**src/rtl/ttc_pkg.sv**
```systemverilog
// Shared constants and state type for the truth-table capture block.
package ttc_pkg;
  localparam int N_IN  = 7;
  localparam int TT_W  = 128;
  localparam int CNT_W = 8;
  localparam logic [CNT_W-1:0] CNT_LAST = CNT_W'(TT_W - 1);

  typedef enum logic [1:0] {
    ST_IDLE  = 2'd0,
    ST_SWEEP = 2'd1,
    ST_DRAIN = 2'd2,
    ST_FIN   = 2'd3
  } ttc_state_e;
endpackage

```
**src/rtl/ttc_sample_delay.sv**
```systemverilog
// Valid/index delay line aligning each driven vector with its f_in sample; DEPTH=0 is a wire.
module ttc_sample_delay
  import ttc_pkg::*;
#(
  parameter int DEPTH = 1
) (
  input  logic            clk,
  input  logic            rst,
  input  logic            in_valid,
  input  logic [N_IN-1:0] in_idx,
  output logic            out_valid,
  output logic [N_IN-1:0] out_idx
);

  if (DEPTH == 0) begin : g_bypass
    logic unused_clk_rst;
    assign unused_clk_rst = clk | rst;
    assign out_valid      = in_valid;
    assign out_idx        = in_idx;
  end else begin : g_pipe
    logic [DEPTH-1:0] vld_q, vld_d;
    logic [N_IN-1:0]  idx_q [DEPTH];
    logic [N_IN-1:0]  idx_d [DEPTH];

    always_comb begin
      vld_d[0] = in_valid;
      idx_d[0] = in_idx;
      for (int i = 1; i < DEPTH; i++) begin
        vld_d[i] = vld_q[i-1];
        idx_d[i] = idx_q[i-1];
      end
    end

    always_ff @(posedge clk) begin
      if (rst) begin
        vld_q <= '0;
        for (int i = 0; i < DEPTH; i++) idx_q[i] <= '0;
      end else begin
        vld_q <= vld_d;
        idx_q <= idx_d;
      end
    end

    assign out_valid = vld_q[DEPTH-1];
    assign out_idx   = idx_q[DEPTH-1];
  end

endmodule

```
**src/rtl/truth_table_capture.sv**
```systemverilog
// Sweeps x over 0..127, captures f_in into tt and compares against expected.
// Optional TTC_ONES_COUNT_EN adds the 'ones' population-count output.
//
// state | meaning
// IDLE  | waiting for start; x=0, tt/match hold last result
// SWEEP | driving x=0..127, one vector per cycle
// DRAIN | SAMPLE_LAT cycles for in-flight samples to land
// FIN   | done pulse; tt/match/ones final
module truth_table_capture
  import ttc_pkg::*;
#(
  parameter int SAMPLE_LAT = 0
) (
  input  logic            clk,
  input  logic            rst,
  input  logic            start,
  input  logic [TT_W-1:0] expected,
  output logic [N_IN-1:0] x,
  input  logic            f_in,
  output logic            busy,
  output logic            done,
  output logic [TT_W-1:0] tt,
  output logic            match
`ifdef TTC_ONES_COUNT_EN
  ,
  output logic [7:0]      ones
`endif
);

  localparam int DRAIN_W = (SAMPLE_LAT < 2) ? 1 : $clog2(SAMPLE_LAT);
  localparam logic [DRAIN_W-1:0] DRAIN_LOAD = DRAIN_W'(SAMPLE_LAT - 1);

  ttc_state_e         state_q, state_d;
  logic [CNT_W-1:0]   cnt_q, cnt_d;
  logic [DRAIN_W-1:0] drain_q, drain_d;
  logic               busy_q, busy_d;
  logic               done_q, done_d;
  logic [TT_W-1:0]    tt_q, tt_d;
  logic               match_q, match_d;
`ifdef TTC_ONES_COUNT_EN
  logic [7:0]         ones_q, ones_d;
`endif

  logic               smp_vld;
  logic [N_IN-1:0]    smp_idx;

  ttc_sample_delay #(
    .DEPTH(SAMPLE_LAT)
  ) u_delay (
    .clk      (clk),
    .rst      (rst),
    .in_valid (state_q == ST_SWEEP),
    .in_idx   (cnt_q[N_IN-1:0]),
    .out_valid(smp_vld),
    .out_idx  (smp_idx)
  );

  always_comb begin
    state_d = state_q;
    cnt_d   = cnt_q;
    drain_d = drain_q;
    busy_d  = busy_q;
    done_d  = 1'b0;
    tt_d    = tt_q;
    match_d = match_q;
`ifdef TTC_ONES_COUNT_EN
    ones_d  = ones_q;
`endif

    if (smp_vld) begin
      tt_d[smp_idx] = f_in;
`ifdef TTC_ONES_COUNT_EN
      ones_d = ones_q + {7'd0, f_in};
`endif
    end

    case (state_q)
      ST_IDLE: begin
        if (start) begin
          state_d = ST_SWEEP;
          cnt_d   = '0;
          busy_d  = 1'b1;
          tt_d    = '0;
          match_d = 1'b0;
`ifdef TTC_ONES_COUNT_EN
          ones_d  = '0;
`endif
        end
      end
      ST_SWEEP: begin
        if (cnt_q == CNT_LAST) begin
          cnt_d = '0;
          if (SAMPLE_LAT == 0) begin
            state_d = ST_FIN;
            busy_d  = 1'b0;
            done_d  = 1'b1;
            match_d = (tt_d == expected);
          end else begin
            state_d = ST_DRAIN;
            drain_d = DRAIN_LOAD;
          end
        end else begin
          cnt_d = cnt_q + 1'b1;
        end
      end
      ST_DRAIN: begin
        if (drain_q == '0) begin
          state_d = ST_FIN;
          busy_d  = 1'b0;
          done_d  = 1'b1;
          match_d = (tt_d == expected);
        end else begin
          drain_d = drain_q - 1'b1;
        end
      end
      default: state_d = ST_IDLE;
    endcase
  end

  always_ff @(posedge clk) begin
    if (rst) begin
      state_q <= ST_IDLE;
      cnt_q   <= '0;
      drain_q <= '0;
      busy_q  <= 1'b0;
      done_q  <= 1'b0;
      tt_q    <= '0;
      match_q <= 1'b0;
`ifdef TTC_ONES_COUNT_EN
      ones_q  <= '0;
`endif
    end else begin
      state_q <= state_d;
      cnt_q   <= cnt_d;
      drain_q <= drain_d;
      busy_q  <= busy_d;
      done_q  <= done_d;
      tt_q    <= tt_d;
      match_q <= match_d;
`ifdef TTC_ONES_COUNT_EN
      ones_q  <= ones_d;
`endif
    end
  end

  assign x     = cnt_q[N_IN-1:0];
  assign busy  = busy_q;
  assign done  = done_q;
  assign tt    = tt_q;
  assign match = match_q;
`ifdef TTC_ONES_COUNT_EN
  assign ones  = ones_q;
`endif

endmodule

```
**config.mk**
```make
export PLATFORM = sky130hd
export DESIGN_NAME = truth_table_capture
export DESIGN_NICKNAME = d
export VERILOG_FILES = /design/src/rtl/ttc_pkg.sv /design/src/rtl/ttc_sample_delay.sv /design/src/rtl/truth_table_capture.sv
export SDC_FILE = /design/constraint.sdc
export NUM_CORES = 1
export LEC_CHECK = 0
export ABC_CLOCK_PERIOD_IN_PS = 3100
export CORE_MARGIN = 2
export CORE_UTILIZATION = 43
export DETAILED_ROUTE_END_ITERATION = 12
export PLACE_DENSITY_LB_ADDON = 0.2
export SYNTH_ARGS = -nofsm -noshare
export SYNTH_HDL_FRONTEND = slang
export SYNTH_SLANG_ARGS = --single-unit
```
**constraint.sdc**
```tcl
create_clock -name clk -period 3.1 [get_ports clk]
set_input_delay 0.465 -clock clk [delete_from_list [all_inputs] [get_ports clk]]
set_output_delay 0.465 -clock clk [all_outputs]
set_load 0.05 [all_outputs]
```
==> key figures, run 1 <==
Hold path
  – Hold Crit Start: tt[51]
  – Hold Path Depth: 2
  – Hold Crit Class: flip-flop to flip-flop
  – Worst Hold End: tt[51]

Placed design
  – Port Buf Inserts: 269
  – Placed inst area: 13,600 um2
  – RePlAce Congestion: 1.09
  – Post-DP HPWL: 38.2 mm
  – Setup Slack @ Placement: -1.35 ns
  – Inst Count DP: 1,835

Logic synthesis
  – Post-synthesis cell area: 8680 um2
  – FF+latch count, synth: 141
  – Sequential share of the synthesized area: 0.325
  – Post-synth top flop: dfxtp_1
  – Asr flop ratio synth: 0
  – Post-synth EDFFs: 0
  – Yosys cell types: 71
  – Syn Nets: 1,247
  – Synth area leaders: dfxtp_1 33%, a21oi_1 7.0%, nand3_1 6.2%
  – Syn Inst Count: 1,110
  – Syn avg cell area: 7.82 um2
  – Syn. warnings: 0
  – Post-synth top cells: 141 x dfxtp_1, 122 x a21oi_1, 108 x nand3_1, 93 x nor2_1, 93 x o21ai_0
  – Synth top area share: 0.325
  – Cell taking the most area after synthesis: dfxtp_1
  – Top-count cell post-synth: dfxtp_1

Floorplan
  – Die Wd: 146 um
  – Boundary pin count: 270
  – Row count: 51
  – Core area: 19,700 um2
  – Initial core utilization: 0.441
  – Total die area: 21,300 um2
  – Die Ht: 146 um

Drt
  – Wirelength per Cell: 25.9 um
  – Residual DRC count: 0
  – Via-to-Cell Ratio: 6.30
  – Post-Route WL: 48.7 mm
  – Vias: 11,900
  – Drt pass-1 iters: 7
  – Initial DRC count: 1,598
  – ANT nets after route: 0

STA
  – Measured slew at the worst slew-check pin: 0.795 ns
  – Setup slack after layout: -0.374 ns
  – Count of final hold-check violations: 0
  – RSZ-0062 raised after global routing: yes
  – Crit share post-route: 1.12
  – WHS: 0.489 ns
  – Slew HR: 0.463
  – TNS Setup: -0.374 ns
  – Clock skew: 0.00967 ns
  – Fmax: 0.288 GHz
  – Max Slew Vio Count: 0
  – Min cycle time layout: 3.47 ns
  – Endpoints failing setup: 1

Critical path
  – Required @ worst endpoint: 3.44 ns
  – Worst-path fanout max: 7
  – Reg2reg start: state_q[1]
  – Critical path arrival: 3.82 ns
  – Crit path launch type: flip-flop
  – FF-to-FF path depth: 14
  – Crit end category: flip-flop
  – R2r setup slk: -0.37 ns
  – Worst R2R End: match
  – CP Class: flip-flop to flip-flop

Finish
  – Reg area: 2830 um2
  – Share of cells above drive strength 1: 0.247
  – Final Net Count: 1,743
  – Area grow syn2layout: 68.7%
  – ANT cells: 0
  – Util after Layout: 0.745
  – Final instance area: 14,600 um2
  – Area of the multi-input gates: 5610 um2
  – Final Non-Filler Cells: 1,884
  – Filler instances: 1,536

Global route
  – Total GRT Usage: 0.438
  – Total grt overflow: 0
  – First-pass GRT wire length: 70.2 mm
  – Largest net degree at the start of global routing: 49
  – Vias in the first global route: 11,300
  – Initial antenna violation count: 2

Power
  – Pwr Total: 5.57 mW
  – Leakage power: 5.60 nW
  – Pwr Density: 380 nW/um2
  – VDD IR-drop max: 391 uV

Run
  – Max-Cap Viols: 0

CTS
  – TritonCTS Buffers: 17
  – Clk pin slew, worst setup/hold paths: 0.07 ns
  – Clock Path Buffers: 2
  – Clock Latency Late Sink: 0.44 ns
  – CTS H-tree depth: 4
  – Post-CTS Hold Buffers: 0
  – CTS tree: built
  – CTS sink count: 141
  – Clock root cell: clkbuf_16

Status
  – Failing checks: negative setup slack
  – Outcome: finished with violations
flip-flops by register name (all words and copies together) (netlist names):
signal   flops
busy         1
done         1
match        1
tt         128
state_q      2
cnt_q        8
final cells by class:
type,instances,area share
Multi-Input combinational cell,854,0.384
Timing Repair Buffer,578,0.355
Sequential cell,141,0.193
Clock buffer,20,0.0312
Tap cell,265,0.0227
Clock inverter,12,0.0109
Inverter,14,0.00359
cells by family after synthesis:
family | count (synthesis) | synth area share
AO/OA/AOI/OAI | 320 | 0.224
XOR/XNOR | 33 | 0.0333
adder cells (fa/ha/maj) | 5 | 0.00721
buffers and inverters | 115 | 0.0617
flip-flops | 141 | 0.325
multiplexers | 50 | 0.0577
AND/OR/NAND/NOR | 446 | 0.291
critical path, cell delays in order, from the launching register on:
cell       delay [ns]
dfxtp_2          0.32
inv_2            0.07
ha_4             0.18
buf_6            0.13
buf_4            0.10
nand4bb_1        0.23
buf_4            0.27
buf_4            0.17
o21ai_0          0.29
o2111ai_1        0.20
nor4_2           0.51
and4_1           0.28
nand4_1          0.08
or4_4            0.43
o32ai_2          0.13
per-layer routing:
metal | vias up | track usage | share of wire
met5 | - | 0 | 0.00027
met4 | 2 | 0.249 | 0.066
met3 | 223 | 0.119 | 0.13
met2 | 960 | 0.675 | 0.43
met1 | 5536 | 0.555 | 0.38
li1 | 5140 | - | -
how the worst max path moves through the flow:
stage | startpoint | endpoint | slack [ns] | cells after the start
after detailed placement | cnt_q[3] | match | -1.35 | 9
after global placement | cnt_q[3] | match | -1.33 | 9
final | state_q[1] | match | -0.37 | 14
after CTS | cnt_q[6] | match | -0.26 | 10
after global routing | cnt_q[3] | match | -0.46 | 11
after floorplan | state_q[1] | match | 0.01 | 12
where the power goes:
part | internal (mW) | switching [mW] | total (mW)
Sequential | 1.84 | 0.0222 | 1.86
Clock | 1.32 | 0.894 | 2.21
Combinational | 0.637 | 0.854 | 1.49
layout by cell type, fill, tap and decap left out, types with 16 or more instances in the layout:
cell type,instances
mux2i_1,49
o21ai_0,85
nand4_1,16
nor3_1,16
clkdlybuf4s50_1,268
a21oi_1,119
clkbuf_16,17
nand2_1,68
dfxtp_1,136
xor2_1,20
and3_1,23
nand3_1,105
nor2_1,93
o2111ai_1,16
buf_4,290
timing repair:
action                                  CTS  global route
endpoints found under the setup margin    1             1
gates resized for setup                  54            18
pin swaps                                13            11
setup buffers                            10             7
Note: power is estimated with default switching activity, not from simulation.
==> inputs of run 2 (changes only) <==
--- a/config.mk
+++ b/config.mk
@@ -7,8 +7,9 @@
 export LEC_CHECK = 0
 export ABC_CLOCK_PERIOD_IN_PS = 3100
 export CORE_MARGIN = 2
-export CORE_UTILIZATION = 43
+export CORE_UTILIZATION = 45
 export DETAILED_ROUTE_END_ITERATION = 12
+export DONT_BUFFER_PORTS = 1
 export PLACE_DENSITY_LB_ADDON = 0.2
 export SYNTH_ARGS = -nofsm -noshare
 export SYNTH_HDL_FRONTEND = slang
==> run 2 against run 1 <==
  * The flow still finishes with violations (negative setup slack)
  * Die area shrank 4.3%
  * Power decreased by 5.7%
  * Sequential cell count stayed put
  * First-iteration DRC count down 18%
  * Worst setup slack improved by 0.089 ns
  * Cell area shrank 15%
  * Core utilization decreased by 8.4 points
  * Sequential power about the same
  * Largest cell class unchanged
  * Largest power group unchanged
==> key figures, run 2 (synthesis results as in run 1) <==
Status
  – Outcome: finished with violations (unchanged)
  – Failing checks: negative setup slack (unchanged)

CTS
  – CTS H-tree depth: 4 (unchanged)
  – Clk pin slew, worst setup/hold paths: 0.07 ns (about the same)
  – CTS tree: built (unchanged)
  – CTS sink count: 141 (unchanged)
  – Clock Latency Late Sink: 0.43 ns (was 0.44 ns)
  – Clock Path Buffers: 2 (unchanged)
  – Clock root cell: clkbuf_16 (unchanged)
  – TritonCTS Buffers: 17 (unchanged)

Floorplan
  – Initial core utilization: 0.461 (was 0.441)
  – Boundary pin count: 270 (unchanged)
  – Core area: 18,800 um2 (was 19,700 um2)
  – Row count: 50 (was 51)
  – Die Wd: 143 um (was 146 um)
  – Die Ht: 143 um (was 146 um)
  – Total die area: 20,400 um2 (was 21,300 um2)

Critical path
  – FF-to-FF path depth: 12 (was 14)
  – Critical path arrival: 3.74 ns (was 3.82 ns)
  – CP Class: flip-flop to flip-flop (unchanged)
  – Reg2reg start: state_q[1] (unchanged)
  – Crit path launch type: flip-flop (unchanged)
  – Critical path cell sequence: inv_2, ha_4, or4b_4, buf_4, nor2_4, buf_4, nor3b_1, a311o_1, nor4_2, nand4_1, or4_4, o32ai_2 (was inv_2, ha_4, buf_6, buf_4, nand4bb_1, buf_4, buf_4, o21ai_0, o2111ai_1, nor4_2, and4_1, nand4_1, or4_4, o32ai_2)
  – R2r setup slk: -0.29 ns (was -0.37 ns)
  – Crit end category: flip-flop (unchanged)
  – Required @ worst endpoint: 3.45 ns (was 3.44 ns)
  – Worst Setup SP: state_q[1] (unchanged)
  – Most used cell, CP: buf_4 (unchanged)
  – Worst-path fanout max: 7 (unchanged)
  – Critical path depth in cells: 12 (was 14)
  – WP buf/inv: 3 (was 5)
  – CP delay by family, top: simple AND/OR/NAND/NOR gates (unchanged)
  – CP max stage cell: or4b_4 (was nor4_2)
  – Largest stage delay on the critical path: 0.60 ns (was 0.51 ns)

Placed design
  – Port Buf Inserts: 0 (was 269)
  – Setup Slack @ Placement: -0.774 ns (was -1.35 ns)
  – Post-DP HPWL: 35.6 mm (was 38.2 mm)
  – RePlAce Congestion: 1.03 (was 1.09)

STA
  – RSZ-0062 raised after global routing: yes (unchanged)
  – Setup slack after layout: -0.286 ns (was -0.374 ns)
  – Crit share post-route: 1.09 (was 1.12)
  – Count of final hold-check violations: 0 (unchanged)
  – Max Slew Vio Count: 0 (unchanged)
  – Slew HR: 0.546 (was 0.463)
  – Measured slew at the worst slew-check pin: 0.680 ns (was 0.795 ns)
  – Min cycle time layout: 3.39 ns (was 3.47 ns)
  – TNS Setup: -0.286 ns (was -0.374 ns)
  – Endpoints failing setup: 1 (unchanged)
  – Clock skew: 0.0119 ns (was 0.00967 ns)
  – Fmax: 0.295 GHz (was 0.288 GHz)

Finish
  – Share of cells above drive strength 1: 0.338 (was 0.247)
  – Most frequent cells in the layout: 388 x buf_4, 133 x dfxtp_1, 122 x a21oi_1, 107 x nand3_1, 92 x nor2_1 (was 290 x buf_4, 268 x clkdlybuf4s50_1, 136 x dfxtp_1, 119 x a21oi_1, 105 x nand3_1)
  – Area grow syn2layout: 43.5% (was 68.7%)
  – ANT cells: 0 (unchanged)
  – Filler instances: 1,699 (was 1,536)
  – Final Net Count: 1,563 (was 1,743)
  – Max reg flops: 128 (unchanged)
  – Reg area: 2840 um2 (was 2830 um2)
  – Commonest non-fill, non-tap cell in the layout: buf_4 (unchanged)
  – Area of the multi-input gates: 5550 um2 (was 5610 um2)
  – Util after Layout: 0.661 (was 0.745)

Hold path
  – Hold Crit Class: input pin to flip-flop (was flip-flop to flip-flop)
  – Hold Crit Start: rst (was tt[51])
  – Hold Path Depth: 1 (was 2)

Drt
  – Post-Route WL: 45.5 mm (was 48.7 mm)
  – Drt pass-1 iters: 7 (unchanged)
  – ANT nets after route: 0 (unchanged)
  – Initial DRC count: 1,313 (was 1,598)
  – Wirelength per Cell: 26.8 um (was 25.9 um)
  – Vias: 10,800 (was 11,900)
  – Residual DRC count: 0 (unchanged)
  – Via-to-Cell Ratio: 6.37 (was 6.30)

Global route
  – First-pass GRT wire length: 64.1 mm (was 70.2 mm)
  – Initial antenna violation count: 0 (was 2)
  – Vias in the first global route: 9,986 (was 11,300)
  – Total GRT Usage: 0.431 (was 0.438)
  – Largest net degree at the start of global routing: 157 (was 49)
  – Total grt overflow: 0 (unchanged)

Power
  – Leakage power: 5.09 nW (was 5.60 nW)
  – Pwr Density: 422 nW/um2 (was 380 nW/um2)
  – VDD IR-drop max: 396 uV (was 391 uV)

Run
  – Max-Cap Viols: 0 (unchanged)
-- run 2: cell types whose count changed in the layout (fill, tap and decap cells not counted), sizes merged, moves of 2 or more --
cell / previous run / this run
buf: 310 / 398
clkinv: 2 / 6
clkbuf: 20 / 18
clkinvlp: 4 / 0
inv: 17 / 20
clkdlybuf4s50: 268 / 0
-- run 2: worst paths after layout --
check | to
max | match
min | busy
max reg2reg | match
min reg2reg | tt[48]
-- run 2: layout make-up --
class	instances	share of cell area
sequential	141	0.228
tap	260	0.0261
multi-input combinational	854	0.446
clock inverter	14	0.0126
inverter	14	0.00422
clock buffer	18	0.0353
timing repair buffer	398	0.248
-- run 2: power breakdown --
group | leakage [nW] | internal [mW] | total [mW] | switching [mW]
Sequential | 1.14 | 1.84 | 1.89 | 0.0530
Clock | 0.298 | 1.23 | 2.16 | 0.935
Combinational | 3.65 | 0.512 | 1.19 | 0.681
-- run 2: layer usage --
metal  wire [um]  track usage  share of wire  up-vias
li1            -            -              -     4776
met1       17400        0.553           0.38     5142
met2       20000        0.671           0.44      780
met3        6120        0.137           0.13      129
met4        1930        0.176          0.042        0
met5           0            0              0        -
-- run 2: repair_timing --
item / in CTS / in global routing
setup endpoints to repair: 1 / 1
gates resized for setup: 38 / 19
hold buffers: 0 / 0
setup buffers: 15 / 9
pin swaps: 8 / 10
-- run 2: metrics by stage --
stage          total power, mW  cells  area (um2)  hold slack, ns
5_1_grt                   5.37   1699       12400          0.0832
4_1_cts                   5.16   1690       12300          0.0898
6_report                  5.25   1699       12400          0.0961
3_5_place_dp              2.95   1643       11500           0.499
2_1_floorplan             2.50   1110        8710           0.472
3_3_place_gp              2.96   1643       11500           0.493
-- run 2: worst reg2reg max path, stage by stage (launching register included) --
cell and delay, ns:
dfxtp_2 0.32, inv_2 0.07, ha_4 0.19, or4b_4 0.60
buf_4 0.21, nor2_4 0.17, buf_4 0.16, nor3b_1 0.07
a311o_1 0.38, nor4_2 0.27, nand4_1 0.13, or4_4 0.59
o32ai_2 0.13
==> inputs of run 3 (changes only) <==
--- a/config.mk
+++ b/config.mk
@@ -13,4 +13,5 @@
 export PLACE_DENSITY_LB_ADDON = 0.2
 export SYNTH_ARGS = -nofsm -noshare
 export SYNTH_HDL_FRONTEND = slang
+export SYNTH_HIERARCHICAL = 1
 export SYNTH_SLANG_ARGS = --single-unit
==> run 3 against run 2 <==
  * The run still ends with negative setup slack left
  * Via count grew 3.2%
  * Clock power shrank 3%
  * Sequential power is essentially flat
  * Wire length grew 3.6%
  * Global-route usage grew 1.4 points
  * Largest power group unchanged
  * Highest routed layer unchanged
==> key figures, run 3 <==
Status
  – Outcome: finished with violations (unchanged)
  – Failing checks: negative setup slack (unchanged)

CTS
  – Clock root cell: clkbuf_16 (unchanged)
  – CTS H-tree depth: 4 (unchanged)
  – Clk pin slew, worst setup/hold paths: 0.07 ns (about the same)
  – Post-CTS Hold Buffers: 0 (unchanged)
  – CTS sink count: 141 (unchanged)
  – CTS tree: built (unchanged)
  – TritonCTS Buffers: 17 (unchanged)
  – Clock Path Buffers: 2 (unchanged)
  – Clock Latency Late Sink: 0.44 ns (was 0.43 ns)

STA
  – Min cycle time layout: 3.52 ns (was 3.39 ns)
  – Clock skew: 0.00962 ns (was 0.0119 ns)
  – Crit share post-route: 1.13 (was 1.09)
  – Setup slack after layout: -0.417 ns (was -0.286 ns)
  – RSZ-0062 raised after global routing: yes (unchanged)
  – Slew HR: 0.436 (was 0.546)
  – Fmax: 0.284 GHz (was 0.295 GHz)
  – Measured slew at the worst slew-check pin: 0.835 ns (was 0.680 ns)
  – WHS: 0.0870 ns (was 0.0961 ns)
  – Endpoints failing setup: 1 (unchanged)
  – Max Slew Vio Count: 0 (unchanged)
  – Count of final hold-check violations: 0 (unchanged)

Logic synthesis
  – Sequential share of the synthesized area: 0.320 (was 0.325)
  – Asr flop ratio synth: 0 (unchanged)
  – Cell taking the most area after synthesis: dfxtp_1 (unchanged)
  – Post-synth EDFFs: 0 (unchanged)
  – Post-synth top cells: 170 x nor2_1, 141 x dfxtp_1, 121 x a21oi_1, 111 x nand2_1, 63 x nor3_1 (was 141 x dfxtp_1, 122 x a21oi_1, 108 x nand3_1, 93 x nor2_1, 93 x o21ai_0)
  – Syn Inst Count: 1,179 (was 1,110)
  – Post-synth top flop: dfxtp_1 (unchanged)
  – Yosys cell types: 77 (was 71)
  – Syn. warnings: 6 (was 0)
  – FF+latch count, synth: 141 (unchanged)
  – Top-count cell post-synth: nor2_1 (was dfxtp_1)
  – Post-synthesis cell area: 8810 um2 (was 8680 um2)
  – Syn avg cell area: 7.48 um2 (was 7.82 um2)
  – Syn Nets: 1,316 (was 1,247)
  – Synth top area share: 0.320 (was 0.325)
  – Synth area leaders: dfxtp_1 32%, nor2_1 7.2%, a21oi_1 6.9% (was dfxtp_1 33%, a21oi_1 7.0%, nand3_1 6.2%)

Placed design
  – Inst Count DP: 1,691 (was 1,643)
  – RePlAce Congestion: 1.11 (was 1.03)
  – Post-DP HPWL: 36.4 mm (was 35.6 mm)
  – Port Buf Inserts: 0 (unchanged)

Critical path
  – CP delay by family, top: simple AND/OR/NAND/NOR gates (unchanged)
  – Crit end category: flip-flop (unchanged)
  – Critical path arrival: 3.87 ns (was 3.74 ns)
  – Critical path cell sequence: buf_4, buf_4, or4b_4, nor3_1, a21oi_1, a2111oi_2, nand4_1, or4_4, or4_4, o31ai_4 (was inv_2, ha_4, or4b_4, buf_4, nor2_4, buf_4, nor3b_1, a311o_1, nor4_2, nand4_1, or4_4, o32ai_2)
  – Worst-path fanout max: 10 (was 7)
  – Crit path launch type: flip-flop (unchanged)
  – Required @ worst endpoint: 3.45 ns (about the same)
  – R2r setup slk: -0.42 ns (was -0.29 ns)
  – Largest stage delay on the critical path: 0.58 ns (was 0.60 ns)
  – CP max stage cell: or4_4 (was or4b_4)
  – WP buf/inv: 2 (was 3)
  – CP Class: flip-flop to flip-flop (unchanged)

Finish
  – Most frequent cells in the layout: 354 x buf_4, 170 x nor2_1, 133 x dfxtp_1, 119 x a21oi_1, 111 x nand2_1 (was 388 x buf_4, 133 x dfxtp_1, 122 x a21oi_1, 107 x nand3_1, 92 x nor2_1)
  – Filler instances: 1,808 (was 1,699)
  – Share of cells above drive strength 1: 0.313 (was 0.338)
  – Final Net Count: 1,590 (was 1,563)
  – Final Non-Filler Cells: 1,731 (was 1,699)
  – ANT cells: 0 (unchanged)
  – Commonest non-fill, non-tap cell in the layout: buf_4 (unchanged)
  – Max reg flops: 128 (unchanged)
  – Area grow syn2layout: 39.9% (was 43.5%)

Power
  – Pwr Density: 426 nW/um2 (was 422 nW/um2)
  – Leakage power: 4.70 nW (was 5.09 nW)
  – Pwr Total: 5.26 mW (was 5.25 mW)
  – VDD IR-drop max: 319 uV (was 396 uV)

Floorplan
  – Die Wd: 144 um (was 143 um)
  – Initial core utilization: 0.456 (was 0.461)
  – Row count: 51 (was 50)
  – Boundary pin count: 270 (unchanged)
  – Die Ht: 144 um (was 143 um)
  – Core area: 19,300 um2 (was 18,800 um2)
  – Total die area: 20,700 um2 (was 20,400 um2)

Global route
  – Vias in the first global route: 10,400 (was 9,986)
  – First-pass GRT wire length: 67.0 mm (was 64.1 mm)
  – Largest net degree at the start of global routing: 63 (was 157)
  – Total grt overflow: 0 (unchanged)
  – Total GRT Usage: 0.445 (was 0.431)
  – Initial antenna violation count: 1 (was 0)

Drt
  – Vias: 11,200 (was 10,800)
  – ANT nets after route: 0 (unchanged)
  – Via-to-Cell Ratio: 6.46 (was 6.37)
  – Drt pass-1 iters: 5 (was 7)
  – Residual DRC count: 0 (unchanged)
  – Wirelength per Cell: 27.2 um (was 26.8 um)
  – Initial DRC count: 1,502 (was 1,313)
  – Post-Route WL: 47.1 mm (was 45.5 mm)

Hold path
  – Hold Crit Class: input pin to flip-flop (unchanged)

Run
  – Max-Cap Viols: 0 (unchanged)
## run 3: cell type report
type / count / area (um2) / share of cell area
multi-input combinational: 902 / 5650 / 0.458
timing repair buffer: 365 / 2830 / 0.230
sequential: 141 / 2830 / 0.230
clock buffer: 20 / 457 / 0.0370
tap: 265 / 332 / 0.0269
clock inverter: 12 / 128 / 0.0103
inverter: 26 / 98.8 / 0.00802
## run 3: path summary, 6_finish.rpt
kind,end,cells after the start,from
min,state_q[1],1,rst
min reg2reg,tt[118],2,tt[118]
max,match,10,cnt_q[6]
max reg2reg,match,10,cnt_q[6]
## run 3: metrics by stage
| stage | area (um2) | setup slack, ns | setup TNS (ns) | util |
|---|---|---|---|---|
| finish | 12300 | -0.417 | -0.417 | 0.638 |
| global route | 12300 | -0.464 | -0.464 | 0.638 |
| CTS | 12200 | -0.380 | -0.380 | 0.631 |
| detailed placement | 11400 | -0.806 | -0.806 | 0.592 |
| global placement | 11400 | -0.809 | -0.809 | 0.592 |
| floorplan | 8850 | -0.299 | -0.299 | - |
## run 3: metal layers
metal,wire [um],global-route usage
met5,0,0
met4,3150,0.242
met3,6410,0.137
met2,20200,0.675
met1,17300,0.562
## run 3: repair_timing
item                       4_1_cts  5_1_grt
buffers inserted                 6        2
hold endpoints to repair         0        0
gates resized for setup         29       28
pin swaps                        6        9
setup endpoints to repair        1        1
## run 3: kinds of logic after synthesis
| family | after synthesis | share of synthesized area |
|---|---|---|
| compound gates | 317 | 0.233 |
| flops | 141 | 0.320 |
| simple gates | 525 | 0.312 |
| fa+ha+maj | 5 | 0.00710 |
| xor+xnor | 38 | 0.0378 |
| mux | 17 | 0.0193 |
| buf+inv | 136 | 0.0713 |
## run 3: power breakdown
part	switching, mW	internal [mW]	total [mW]
Clock	0.929	1.17	2.10
Sequential	0.0456	1.84	1.89
Combinational	0.769	0.501	1.27
Total	1.74	3.51	5.26
==> edit 1, RTL diff (settings of run 1) <==
Change the parameter `SAMPLE_LAT` from 0 to 1.
--- a/src/rtl/truth_table_capture.sv
+++ b/src/rtl/truth_table_capture.sv
@@ -9,7 +9,7 @@
 module truth_table_capture
   import ttc_pkg::*;
 #(
-  parameter int SAMPLE_LAT = 0
+  parameter int SAMPLE_LAT = 1
 ) (
   input  logic            clk,
   input  logic            rst,
Behaviour: not the same (Yosys sat finds a counterexample within 4 cycles, from zero or initial values and one cycle with rst high).
==> edit 1 against run 1 <==
- via count decreased by 0.50%
- synthesized area decreased by 0.35%
- largest cell class unchanged
- count of clock-buffer cells in the layout decreased by 3
- wire length decreased by 2.8%
- worst setup slack improved by 0.31 ns
- power decreased by 14%
- sequential cell count increased by 8
- the flow still finishes with violations (setup timing)
- cell area decreased by 0.36%
==> edit 1: results (changes against run 1) <==
Outcome:
- The flow ran to the end, but the final reports show violations.
- The final reports fail on setup timing.

Global routing:
- The number of antenna violations at the first check in global routing is 0 (-2).
- The fraction of met3 tracks used by global routing came to 10.3% (-1.6 points).
- The total routing usage reported by global routing came to 42.8% (-1.0 points).
- The global-route wire length before repair is 69200 um (-1.4%).
- The met1 routing resource usage after global routing is 55.5% (about the same).
- The maximum number of pins on one net before global-route repair was 56 (+14%).

STA:
- The worst clock skew on the final layout is 0.0123 ns (+0.00258 ns).
- The slack of the critical path is -0.0691 ns (+0.305 ns).
- The total negative slack is -0.0691 ns (+0.305 ns).
- The relative slew slack is 59.8% (+14 points).
- The final number of setup-violating endpoints is 1 (unchanged).

Pwr:
- The worst supply voltage drop on vdd was 386 uV (-1.2%).
- The static power due to leakage is 5.38 nW (-4.0%).

Worst setup path:
- The slowest stage of the critical path belongs to the cell or4_4.
- The maximum single-stage delay on the critical path is 0.57 ns (+0.06 ns).

Drt:
- The DRC violation total after the first TritonRoute iteration came to 1682 (+5.3%).
- The average via count per standard cell was 6.25 (-0.71%).
- The average wire length per cell after detail routing came to 25.1 um (-3.1%).

Final layout:
- The net total in the final layout is 1747 (+0.23%).
- The fraction of layout cells with a size suffix above 1 is 25.4% (+0.74 points).

Placed design:
- The placement-stage cell area is 13500 um^2 (-0.49%).
- The worst setup slack after placement was -0.443 ns (+0.905 ns).

Synthesis:
- Ranked by instance count, the synthesized netlist is headed by dfxtp_1 (149), a21oi_1 (138), nor2_1 (127), nand2_1 (95), nand3_1 (68).
- The number of library cell types mapped by synthesis came to 74 (+4.2%).
- The post-synthesis net count came to 1253 (+0.48%).
-- edit 1: cell types whose count changed in the layout (fill, tap and decap cells not counted), sizes merged, moves of 8 or more --
cell and delta:
o21ai -45, nor3 +42, nand3 -41, nor2 +34, mux2i -31, nand2 +26
and3 -19, a21oi +16, nand2b +9, nor2b +9, dfxtp +8, nand3b -8
nor4 -8, o22ai +8
-- edit 1: layout make-up --
class	instances	area (um^2)
fillers	1542	5000
well taps	265	332
repair buffers	575	5200
clock buffers	17	425
clock inverters	15	134
inverters	5	18.8
flip-flops and latches	149	3000
multi-input cells	862	5480
-- edit 1: cell families after synthesis --
kind of cell	count (synthesis)	synth area share (%)
compound gates	309	22.4
xor+xnor	36	3.65
fa+ha+maj	5	0.724
buf+inv	105	5.88
flops	149	34.5
mux	19	2.20
simple gates	493	30.7
-- edit 1: worst register-to-register path, delay by kind of cell (launching register included) --
kind            cells  cell delay, ns
compound gates      2            0.32
simple gates        5            1.47
flops               1            0.38
buf+inv             4            0.67
mux                 1            0.28
-- edit 1: path summary, 6_finish.rpt --
check             slack, ns    endpoint               start
hold reg to reg        0.50  state_q[1]          state_q[1]
setup / recovery      -0.07       match  u_delay.out_idx[1]
setup reg to reg      -0.07       match  u_delay.out_idx[1]
hold / removal         0.50  state_q[1]          state_q[1]
-- edit 1: per-layer routing --
| layer | vias up | share of wire, % |
|---|---|---|
| li1 | 5093 | - |
| met3 | 232 | 13 |
| met2 | 1045 | 43 |
| met4 | 0 | 6.0 |
| met5 | - | 0 |
| met1 | 5432 | 38 |
-- edit 1: where the power goes --
part / total [mW] / internal [mW] / leakage (nW) / switching (mW)
Clock: 2.07 / 1.06 / 0.275 / 1.00
Sequential: 1.94 / 1.93 / 1.20 / 0.0151
Combinational: 0.783 / 0.342 / 3.90 / 0.441
Total: 4.79 / 3.33 / 5.38 / 1.46
-- edit 1: what timing repair did --
item                                    CTS  global route
gates resized for setup                  61            18
hold buffers                              0             0
endpoints found under the setup margin    1             1
setup buffers                            25             1
pin swaps                                23             4
-- edit 1: metrics by stage --
stage	cells	hold WS, ns
finish	1888	0.504
global route	1888	0.534
CTS	1887	0.501
detailed placement	1830	0.491
global placement	1830	0.468
floorplan	1116	0.469
==> edit 2, RTL diff (config.mk and constraints of run 1) <==
Made on the original files. Encoding of `ttc_state_e`: now one-hot (4 bits for 4 states).
--- a/src/rtl/ttc_pkg.sv
+++ b/src/rtl/ttc_pkg.sv
@@ -5,11 +5,11 @@
   localparam int CNT_W = 8;
   localparam logic [CNT_W-1:0] CNT_LAST = CNT_W'(TT_W - 1);
 
-  typedef enum logic [1:0] {
-    ST_IDLE  = 2'd0,
-    ST_SWEEP = 2'd1,
-    ST_DRAIN = 2'd2,
-    ST_FIN   = 2'd3
+  typedef enum logic [3:0] {
+    ST_IDLE  = 4'b0001,
+    ST_SWEEP = 4'b0010,
+    ST_DRAIN = 4'b0100,
+    ST_FIN   = 4'b1000
   } ttc_state_e;
 endpackage
 
Check against the original RTL: same outputs for any inputs over 10 cycles, from zero or initial values and one cycle with rst high; not proved beyond that.
==> edit 2 against run 1 <==
- synthesized area shrank 2.6%
- worst setup slack gained 0.49 ns
- first-iteration DRC count shrank 35%
- die area shrank 2.6%
- cell area shrank 10%
- sequential cell count grew 1
- wire length shrank 26%
- core utilization shrank 6.9 points
- non-clock buffer count shrank 165
- via count shrank 19%
- critical endpoint unchanged
Power is not compared: it rests on default switching activity, and its combinational part moved more than twofold at a synthesized area within 25%.
==> edit 2: results (changes against run 1) <==
Worst setup path:
- The slowest cell on the critical path is nor4_1.
- The maximum single-stage delay on the critical path is 0.43 ns (-0.08 ns).
- The slack of the worst reg-to-reg path was 0.11 ns (+0.49 ns).
- The data arrival time of the critical path is 3.34 ns (-0.48 ns).
- The maximum fanout along the worst path is 16 (+9).

Clock tree:
- The clock sink total is 142 (+0.71%).
- The buffer levels on the longest clock path is 2 (unchanged).
- The clock input transition at the sequential cells of the worst setup and hold paths is 0.06 ns.
- The number of gates resized after cts is 15 (-72%).
- The source-to-sink clock delay at the later pin of the worst-skew pair came to 0.44 ns (about the same).
- The CTS H-tree depth is 4 (unchanged).
- The number of buffers inserted to repair setup after CTS is 4 (-6).

Outcome:
- The run finished with clean final reports.

STA:
- The relative slew slack was 60.7% (+14 points).
- The worst clock skew on the final layout came to 0.0124 ns (+0.00275 ns).
- The minimum hold slack is 0.495 ns (+0.00583 ns).

Synthesis:
- The synthesis warning total was 0 (unchanged).
- The proportion of synthesized chip area in sequential cells is 33.6% (+1.1 points).
- Ranked by total cell area, the synthesized netlist is headed by dfxtp_1 (34%), mux2i_1 (9.6%), xor2_1 (5.5%), nor2_1 (4.8%), nand3_1 (4.6%).
- Counting instances in the post-synthesis netlist gives the leading cell types as dfxtp_1 (142), nor2_1 (109), mux2i_1 (81), nand3_1 (77), a21oi_1 (71).
- The number of library cell types mapped by synthesis is 75 (+5.6%).
- The async set-reset flop share out of synthesis is 0% (unchanged).
- The post-synthesis net count was 1129 (-9.5%).

Final layout:
- The filler cell count is 1635 (+6.4%).
- The net total in the final layout was 1463 (-16%).
- The fraction of layout cells with a size suffix above 1 is 18.3% (-6.4 points).
- The number of flip-flops in the largest register is 128 (unchanged).

Min path:
- The tightest min-delay check is of the reg -> reg type.

Pwr:
- Sequential cells burn 40.4% of the power.

Global routing:
- The maximum number of pins on one net before global-route repair is 60 (+22%).
- The global-route wire length before repair is 53000 um (-24%).
- The via count of the first global-routing pass is 9155 (-19%).
- The total routing usage reported by global routing is 34.1% (-9.7 points).

Placed design:
- The final RePlAce weighted congestion is 1.00 (-7.8%).
- The HPWL after detailed placement is 27000 um (-29%).
- The placement-stage cell area is 12200 um^2 (-10%).

Drt:
- The average via count per standard cell is 5.98 (-5.0%).
- The count of TritonRoute iterations in the first routing pass is 5 (-2).
- The average wire length per cell after detail routing is 22.5 um (-13%).
- The DRC violation total after the first TritonRoute iteration came to 1034 (-35%).
## edit 2: cell count changes in the layout (fill, tap and decap cells not counted), sizes merged, moves of 43 or more
cell	run 1	this run
a21oi	122	72
buf	310	145
nand4	16	59
o21ai	100	9
o31ai	4	49
## edit 2: stage by stage
stage	instances	power [mW]	utilization [%]	worst slack, ns	TNS (ns)
2_1_floorplan	996	2.05	-	0.204	0
3_3_place_gp	1567	2.33	62.8	-0.204	-0.204
3_5_place_dp	1567	2.33	62.8	-0.223	-0.223
4_1_cts	1603	4.53	66.6	0.00941	0
5_1_grt	1610	4.64	67.6	-0.000762	-0.000762
6_report	1610	4.53	67.6	0.112	0
## edit 2: final cells by class
class	instances	area share [%]
antenna	2	0.0382
clock buffer	19	3.46
clock inverter	13	1.36
inverter	7	0.200
multi-input combinational	749	40.8
sequential	142	21.7
tap	265	2.53
timing repair buffer	413	29.9
## edit 2: logic make-up after synthesis
| logic type | count (synthesis) | synth area share [%] |
|---|---|---|
| AOI/OAI and AO/OA | 178 | 14.6 |
| xor gates and xnor gates | 81 | 8.40 |
| adders and majority gates | 1 | 0.148 |
| buffers and inverters | 105 | 5.79 |
| DFF | 142 | 33.6 |
| muxes | 81 | 9.60 |
| and+or+nand+nor | 408 | 27.8 |
## edit 2: layer usage
| layer | part of all wire (%) | track usage [%] | vias up |
|---|---|---|---|
| met2 | 46 | 54.7 | 600 |
| met1 | 39 | 42.7 | 4549 |
| met3 | 11 | 9.17 | 123 |
| met5 | 0 | 0 | - |
| li1 | - | - | 4354 |
| met4 | 4.9 | 16.1 | 0 |
## edit 2: final timing paths
| check | from | to | cells past startpoint |
|---|---|---|---|
| worst max-delay path | state_q[0] | match | 13 |
| worst min-delay path | busy | busy | 2 |
| worst max register to register | state_q[0] | match | 13 |
| worst min register to register | busy | busy | 2 |
